**src/rtl/rst_seq_if.sv**
```systemverilog
// rst_seq_if: request inputs and staged reset outputs of the reset sequencer
interface rst_seq_if #(
    parameter int NUM_STAGES = 3
);
    logic                  pb_n;
    logic                  sw_rst_req;
    logic                  wdog_en;
    logic                  wdog_kick;
    logic [NUM_STAGES-1:0] stage_rst_n;
    logic                  busy;
    logic [1:0]            cause;
    logic                  wdog_expired;

    modport master (
        output pb_n, sw_rst_req, wdog_en, wdog_kick,
        input  stage_rst_n, busy, cause, wdog_expired
    );

    modport slave (
        input  pb_n, sw_rst_req, wdog_en, wdog_kick,
        output stage_rst_n, busy, cause, wdog_expired
    );
endinterface

```
**src/rtl/rst_seq.sv**
```systemverilog
// rst_seq: reset sequencer with staged, ordered releases, watchdog and cause report
module rst_seq #(
    parameter int HOLD_CYCLES = 16,
    parameter int STAGE_GAP   = 4,
    parameter int NUM_STAGES  = 3,
    parameter int WDOG_CYCLES = 1024
) (
    input  logic        clk,
    input  logic        rst,
    rst_seq_if.slave    bus
);
    localparam int HW = HOLD_CYCLES > 1 ? $clog2(HOLD_CYCLES) : 1;
    localparam int GW = STAGE_GAP > 1 ? $clog2(STAGE_GAP) : 1;
    localparam int WW = $clog2(WDOG_CYCLES);
    localparam logic [HW-1:0] HOLD_MAX = HW'(HOLD_CYCLES - 1);
    localparam logic [GW-1:0] GAP_MAX  = GW'(STAGE_GAP - 1);
    localparam logic [WW-1:0] WD_MAX   = WW'(WDOG_CYCLES - 1);

    typedef enum logic [1:0] {S_ASSERT, S_STAGE, S_RUN} state_t;

    state_t                state_q, state_n;
    logic [HW-1:0]         hold_q, hold_n;
    logic [GW-1:0]         gap_q, gap_n;
    logic [WW-1:0]         wd_q, wd_n;
    logic [NUM_STAGES-1:0] stage_q, stage_n, stage_shift;
    logic                  busy_q, busy_n;
    logic [1:0]            cause_q, cause_n;
    logic                  exp_q, exp_n;
    logic                  pb_s1, pb_s2;
    logic                  pb_req, wd_count, wd_timeout, trig;

    assign bus.stage_rst_n  = stage_q;
    assign bus.busy         = busy_q;
    assign bus.cause        = cause_q;
    assign bus.wdog_expired = exp_q;

    // two-flop synchronizer for the asynchronous push button, idles released
    always_ff @(posedge clk) begin
        if (rst) begin
            pb_s1 <= 1'b1;
            pb_s2 <= 1'b1;
        end else begin
            pb_s1 <= bus.pb_n;
            pb_s2 <= pb_s1;
        end
    end

    // sequencer state and registered outputs
    always_ff @(posedge clk) begin
        if (rst) begin
            state_q <= S_ASSERT;
            hold_q  <= '0;
            gap_q   <= '0;
            wd_q    <= '0;
            stage_q <= '0;
            busy_q  <= 1'b1;
            cause_q <= 2'd0;
            exp_q   <= 1'b0;
        end else begin
            state_q <= state_n;
            hold_q  <= hold_n;
            gap_q   <= gap_n;
            wd_q    <= wd_n;
            stage_q <= stage_n;
            busy_q  <= busy_n;
            cause_q <= cause_n;
            exp_q   <= exp_n;
        end
    end

    assign pb_req      = ~pb_s2;
    assign wd_count    = state_q == S_RUN && bus.wdog_en && !bus.wdog_kick;
    assign wd_timeout  = wd_count && wd_q == WD_MAX;
    assign trig        = pb_req | wd_timeout | bus.sw_rst_req;
    assign stage_shift = (stage_q << 1) | NUM_STAGES'(1);

    // next state: any trigger restarts the hold, otherwise hold then release stages in order
    always_comb begin
        state_n = state_q;
        hold_n  = hold_q;
        gap_n   = gap_q;
        stage_n = stage_q;
        busy_n  = busy_q;
        cause_n = cause_q;
        exp_n   = 1'b0;
        wd_n    = wd_count && !wd_timeout ? wd_q + WW'(1) : '0;
        if (trig) begin
            state_n = S_ASSERT;
            hold_n  = '0;
            gap_n   = '0;
            stage_n = '0;
            busy_n  = 1'b1;
            cause_n = pb_req ? 2'd1 : wd_timeout ? 2'd2 : 2'd3;
            exp_n   = wd_timeout;
        end else if (state_q == S_ASSERT) begin
            hold_n = hold_q == HOLD_MAX ? '0 : hold_q + HW'(1);
            if (hold_q == HOLD_MAX) begin
                gap_n   = '0;
                stage_n = NUM_STAGES'(1);
                state_n = NUM_STAGES == 1 ? S_RUN : S_STAGE;
                busy_n  = NUM_STAGES != 1;
            end
        end else if (state_q == S_STAGE) begin
            gap_n = gap_q == GAP_MAX ? '0 : gap_q + GW'(1);
            if (gap_q == GAP_MAX) begin
                stage_n = stage_shift;
                state_n = &stage_shift ? S_RUN : S_STAGE;
                busy_n  = ~&stage_shift;
            end
        end
    end
endmodule

```
**src/flat_wrapper.sv**
```systemverilog
// flat-port wrapper written by rule: the top's interface ports become plain ports
module rst_seq_flat 
#(
    parameter int HOLD_CYCLES = 16,
    parameter int STAGE_GAP   = 4,
    parameter int NUM_STAGES  = 3,
    parameter int WDOG_CYCLES = 1024
)
  (clk, rst, bus_pb_n, bus_sw_rst_req, bus_wdog_en, bus_wdog_kick, bus_stage_rst_n, bus_busy, bus_cause, bus_wdog_expired);
  rst_seq_if #(.NUM_STAGES(NUM_STAGES)) bus_i ();
  input  logic clk;
  input  logic rst;
  input wire logic [$bits(bus_i.pb_n)-1:0] bus_pb_n;
  input wire logic [$bits(bus_i.sw_rst_req)-1:0] bus_sw_rst_req;
  input wire logic [$bits(bus_i.wdog_en)-1:0] bus_wdog_en;
  input wire logic [$bits(bus_i.wdog_kick)-1:0] bus_wdog_kick;
  output wire logic [$bits(bus_i.stage_rst_n)-1:0] bus_stage_rst_n;
  output wire logic [$bits(bus_i.busy)-1:0] bus_busy;
  output wire logic [$bits(bus_i.cause)-1:0] bus_cause;
  output wire logic [$bits(bus_i.wdog_expired)-1:0] bus_wdog_expired;
  assign bus_i.pb_n = bus_pb_n;
  assign bus_i.sw_rst_req = bus_sw_rst_req;
  assign bus_i.wdog_en = bus_wdog_en;
  assign bus_i.wdog_kick = bus_wdog_kick;
  assign bus_stage_rst_n = bus_i.stage_rst_n;
  assign bus_busy = bus_i.busy;
  assign bus_cause = bus_i.cause;
  assign bus_wdog_expired = bus_i.wdog_expired;
  rst_seq #(.HOLD_CYCLES(HOLD_CYCLES), .STAGE_GAP(STAGE_GAP), .NUM_STAGES(NUM_STAGES), .WDOG_CYCLES(WDOG_CYCLES)) u_core (.clk(clk), .rst(rst), .bus(bus_i));
endmodule
```
**config.mk**
```make
export PLATFORM = sky130hd
export DESIGN_NAME = rst_seq_flat
export DESIGN_NICKNAME = d
export VERILOG_FILES = /design/src/rtl/rst_seq_if.sv /design/src/rtl/rst_seq.sv /design/src/flat_wrapper.sv
export SDC_FILE = /design/constraint.sdc
export NUM_CORES = 1
export LEC_CHECK = 0
export BUFFER_PORTS_ARGS = -buffer_cell sky130_fd_sc_hd__buf_2
export CORE_ASPECT_RATIO = 1.75
export CORE_MARGIN = 5
export CORE_UTILIZATION = 51
export DETAILED_ROUTE_END_ITERATION = 8
export PLACE_DENSITY = 0.71
export SYNTH_ARGS = -nofsm -noshare
export SYNTH_HDL_FRONTEND = slang
export SYNTH_SLANG_ARGS = --single-unit
```
**constraint.sdc**
```tcl
create_clock -name clk -period 1.9 [get_ports clk]
set_input_delay 0.19 -clock clk [delete_from_list [all_inputs] [get_ports clk]]
set_output_delay 0.19 -clock clk [all_outputs]
set_load 0.03 [all_outputs]
```
# Word level (Yosys, flattened, before mapping)

Index checks and enable logic that the tools add are counted.

Bits in registers: 27
Input port bits: 6
Output and inout bits: 7

Add/sub/neg operators: 3
Eq/ne operators: 6
Mux-type cells: 20
Bitwise operators: 5
Reduce and logical (&&, ||, !) cells: 16

Operator list:

| kind                  | count |
|---|---|
| $mux 2                | 10 |
| $mux 3                | 4 |
| $add 10x1->10 const B | 1 |
| $eq 10x10->1 const B  | 1 |
| $reduce_or 2->1       | 3 |
| $mux 1                | 5 |
| $add 4x1->4 const B   | 1 |
| $eq 2x2->1 const B    | 2 |
| $eq 4x4->1 const B    | 1 |
| $logic_and 1x1->1     | 4 |
| $mux 4                | 1 |
| $reduce_and 2->1      | 2 |
| $reduce_bool 2->1     | 2 |
| $logic_not 1->1       | 3 |
| $not 1->1             | 3 |
| $reduce_and 3->1      | 1 |
| $add 2x1->2 const B   | 1 |
| $eq 2x1->1 const B    | 1 |
| $logic_not 2->1       | 1 |
| $ne 2x2->1 const B    | 1 |
| $or 1x1->1            | 2 |

# Longest topological paths before layout

Depth in word-level cells: 8
Mapped depth: 5
Mapped depth without buffers: 4

# Worst setup path after synthesis

OpenSTA, ideal clock, no wires.

Path kind: register -> register
Start: reg u_core.hold_q[0]
End: reg u_core.busy_q (netlist: u_core.bus.busy)
Library setup time: 120 ps
Arrival: 1335 ps
Data required time: 1780 ps
Setup slack: 445 ps
Stages on the path, launching flop included: 5
Buffers on the path: 0
Clock period less this slack: 1455 ps
Cell sequence: dfxtp_1 ha_1 and3_2 a221o_1 a211o_1

Cells in the longest elaborated chain, start to end: 3

RTL lines:

| element                    | line          | source |
|---|---|---|
| start: declaration         | rst_seq.sv:22 | `logic [HW-1:0] hold_q, hold_n;` |
| start signal: assignment   | rst_seq.sv:61 | `hold_q <= hold_n;` |
| $eq 4x4->1                 | rst_seq.sv:97 | `if (hold_q == HOLD_MAX) begin` |
| $ne 2x2->1 (no line)       | --            |  |
| $reduce_and 3->1 (no line) | --            |  |
| end signal: assignment     | rst_seq.sv:65 | `busy_q <= busy_n;` |
| end: declaration           | rst_seq.sv:26 | `logic busy_q, busy_n;` |

No other way between the ends.
A chain may end at the register's enable or synchronous reset.

# Final worst setup path

Start: reg u_core.state_q[1]
End: reg u_core.state_q[1]

Cells in the longest elaborated chain, start to end: 7
Elaborated cells on any way between the ends: 14
Those cells by class: eq/ne (3); mux (1); bitwise (2); reduce/logical (8)

RTL lines:

| element                         | line          | source |
|---|---|---|
| start: declaration              | rst_seq.sv:21 | `state_t state_q, state_n;` |
| start signal: assignment        | rst_seq.sv:60 | `state_q <= state_n;` |
| $eq 2x2->1                      | rst_seq.sv:72 | `assign wd_count = state_q == S_RUN && bus.wdog_en && !bus.wdog_kick;` |
| $logic_and 1x1->1 (2 in series) | rst_seq.sv:72 |  |
| $logic_and 1x1->1               | rst_seq.sv:73 | `assign wd_timeout = wd_count && wd_q == WD_MAX;` |
| $or 1x1->1 (2 in series)        | rst_seq.sv:74 | `assign trig = pb_req \| wd_timeout \| bus.sw_rst_req;` |
| $reduce_or 2->1 (no line)       | --            |  |

Several ways; a longest one is shown, not always the timed one.

==> flow_metrics.tcl <==
set metrics [dict create \
    drive_above_1_share_pct 16.9 \
    cts-root-buf "clkbuf_8" \
    p_per_area_mw_per_mm2 696 \
    path_class "register to register" \
    die_y_um 74.3 \
    num-fill-cells 198 \
    fin_crit_ns 1.63 \
    portBuffers 12 \
    synthesis.area_sq_mm 0.00120 \
    wl_met1_um 984 \
    clock_latency_ns 0.26 \
    worstSetupEndpointType "register" \
    first_iter_violations 28 \
    drv_cap 0 \
    h-tree-depth 1 \
    clkSlewWorstSetupHoldPaths_ns 0.09 \
    crit_slowest_cell "dfxtp_1" \
    drc 0 \
    fmax_mhz 614 \
    gr-usage-all-layers_pct 16.3 \
    numCtsBuffers 3 \
    multi_input_area_sq_um 622 \
    vias 1040 \
    grt_pass1_wl_mm 4.35 \
    routed_wirelength_mm 2.51 \
    yosysSeqAreaShare_pct 44.9 \
    met2_wirelength_mm 1.43 \
    rsz0062_at_grt "false" \
    fin_skew_ns 0.00567 \
    rows 23 \
    hpwlAfterDp_mm 1.88 \
    syn-mean-instance-area_sq_um 9.34 \
    critPathMaxStageDelay_ns 0.61 \
    worst_pin_slew_ns 0.586 \
    total_power_uw 924 \
    wl_per_cell_um 15.0 \
    setup_viol_count_final 0 \
    mostFrequentLayoutCell "dfxtp_1" \
    hold_buffers 0 \
    synth_compound_area_share_pct 19.9 \
    ir_drop_mv 0.460 \
    final_cell_mix "dfxtp_1 (27), buf_2 (12), o21ai_0 (10)" \
    crit_required_ns 2.03 \
    slew_violations 0 \
    final_nets 152 \
    period_share_pct 85.8 \
    dieArea_sq_mm 0.00347 \
    grt_pass1_vias 1088 \
    routed.top_layer "met4" \
    synth_nets 138 \
    ys_ff_latch 27 \
    synth_edf_count 0 \
    die_x_um 46.7 \
    clock_path_buffers 2 \
    grt_max_degree 17 \
    num_io_pins 13 \
    final_hold_viol_count 0 \
    cp_cell_sequence "nand4bb_1, nor4_2, buf_4, a211oi_1" \
    core_area_sq_mm 0.00227 \
    area_growth_pct 10.3 \
    arrival_ns 1.76 \
    synthSimpleGateAreaFrac_pct 24.8 \
    ant_nets 0 \
    cts-resized-gates 0 \
    worstRegToRegCells 4 \
    relSlewSlack_pct 60.9 \
    antenna_found_initial 0 \
    synth.distinct_cells 41 \
    outcome "finished clean" \
    grt_overflow 0 \
    regArea_sq_um 541 \
    synth.top_cell.area_share_pct 44.9 \
    yosys_warnings 0 \
    start_util_pct 53.0 \
    syn_inst 129 \
    cts_tree "yes" \
    synth_area_leader_cell "dfxtp_1" \
    yosys_most_used_dff "dfxtp_1" \
    cts_sinks 27 \
    drt_first_pass_iters 5 \
    synthAdderAreaFrac_pct 3.12 \
    synth_xor_xnor_area_share_pct 2.91 \
    wl_met3_um 69 \
    crit_fanout 16 \
    postCtsSetupBuffers 0 \
    async_flop_share_pct 0 \
    synth.area.mux_share_pct 0.831 \
    synth.area.top_cells "dfxtp_1 (45%), a211oi_1 (5.0%), o21ai_0 (4.2%)" \
    antennaDiodeCount 0 \
    finalWeightedCongestion 0.866 \
    hold_path_depth 2 \
    critPathLaunchType "register" \
    hp-class "primary input to register" \
    avgViaCountPerCell 6.23 \
    synth_top_family_by_area "simple AND/OR/NAND/NOR gates" \
    p_leak_uw 0.000453 \
    setup-tns-final_ns 0 \
]
[Yosys cell counts (2+ instances only)]
library cell  number
nand3_1            4
xnor2_1            3
clkbuf_1           2
ha_1               3
or2_2              2
dfxtp_1           27
nand4_1            2
a21oi_1            6
o21ai_0           10
nand2_1            8
inv_1              6
nor2_1             8
nor3b_1            2
or3_1              6
nor4_1             4
a211oi_1           8
nor3_1             4
[kinds of logic (layout without fill, tap and decap cells)]
family / after synthesis / in the layout
AO/OA/AOI/OAI: 34 / 34
XOR/XNOR: 4 / 4
adder cells (fa/ha/maj): 3 / 3
buffers and inverters: 10 / 23
flip-flops: 27 / 27
multiplexers: 1 / 1
AND/OR/NAND/NOR: 50 / 50
[critical path, delay by kind of cell, from the launching register on]
family                 cells  cell delay (ns)
buffers and inverters      1             0.25
DFF                        1             0.61
and+or+nand+nor            2             0.57
AOI/OAI and AO/OA          1             0.07
[through the flow]
stage               setup slack, ns  instance area (sq um)  util, %  hold WS (ns)  cells
finish                        0.270                   1330     58.4         0.103    167
global route                 0.0974                   1330     58.4        0.0968    167
CTS                           0.296                   1330     58.4         0.101    167
detailed placement            0.302                   1280     56.5         0.379    163
global placement              0.316                   1280     56.5         0.374    163
floorplan                     0.445                   1200        -         0.263    129
[cell type report]
cell class                 count  share of cell area, %
clock buffer                   4                   3.39
inverter                       6                   1.69
multi-input combinational     92                   46.8
sequential                    27                   40.7
tap                           25                   2.35
timing repair buffer          13                   5.08
[layer usage]
layer	vias to the layer above	GRT usage, %
met5	-	0
met4	0	7.69
met3	2	2.18
met2	17	30.4
met1	508	17.0
li1	513	-
[flip-flops by register name, summed over array words and instances, names as in the netlist]
| signal | cells |
|---|---|
| u_core.bus.wdog_expired | 1 |
| u_core.pb_s2 | 1 |
| u_core.pb_s1 | 1 |
| u_core.bus.cause | 2 |
| u_core.hold_q | 4 |
| u_core.wd_q | 10 |
| u_core.bus.stage_rst_n | 3 |
| u_core.gap_q | 2 |
| u_core.bus.busy | 1 |
| u_core.state_q | 2 |
[worst paths after layout]
path	start	end	slack [ns]
hold / removal	bus_pb_n	u_core.pb_s1$_SDFF_PP1_	0.10
hold reg to reg	u_core.pb_s1$_SDFF_PP1_	u_core.pb_s2$_SDFF_PP1_	0.42
setup / recovery	u_core.state_q[1]$_SDFFE_PP0P_	u_core.state_q[1]$_SDFFE_PP0P_	0.27
setup reg to reg	u_core.state_q[1]$_SDFFE_PP0P_	u_core.state_q[1]$_SDFFE_PP0P_	0.27
[power breakdown]
part	internal (uW)	switching [uW]	total (uW)	leakage, uW
clock	150	162	312	0.0000228
combinational	14.1	21.2	35.2	0.000211
sequential	573	4.72	577	0.000219
total	736	188	924	0.000453
No activity file was read; power rests on OpenSTA's default activity.
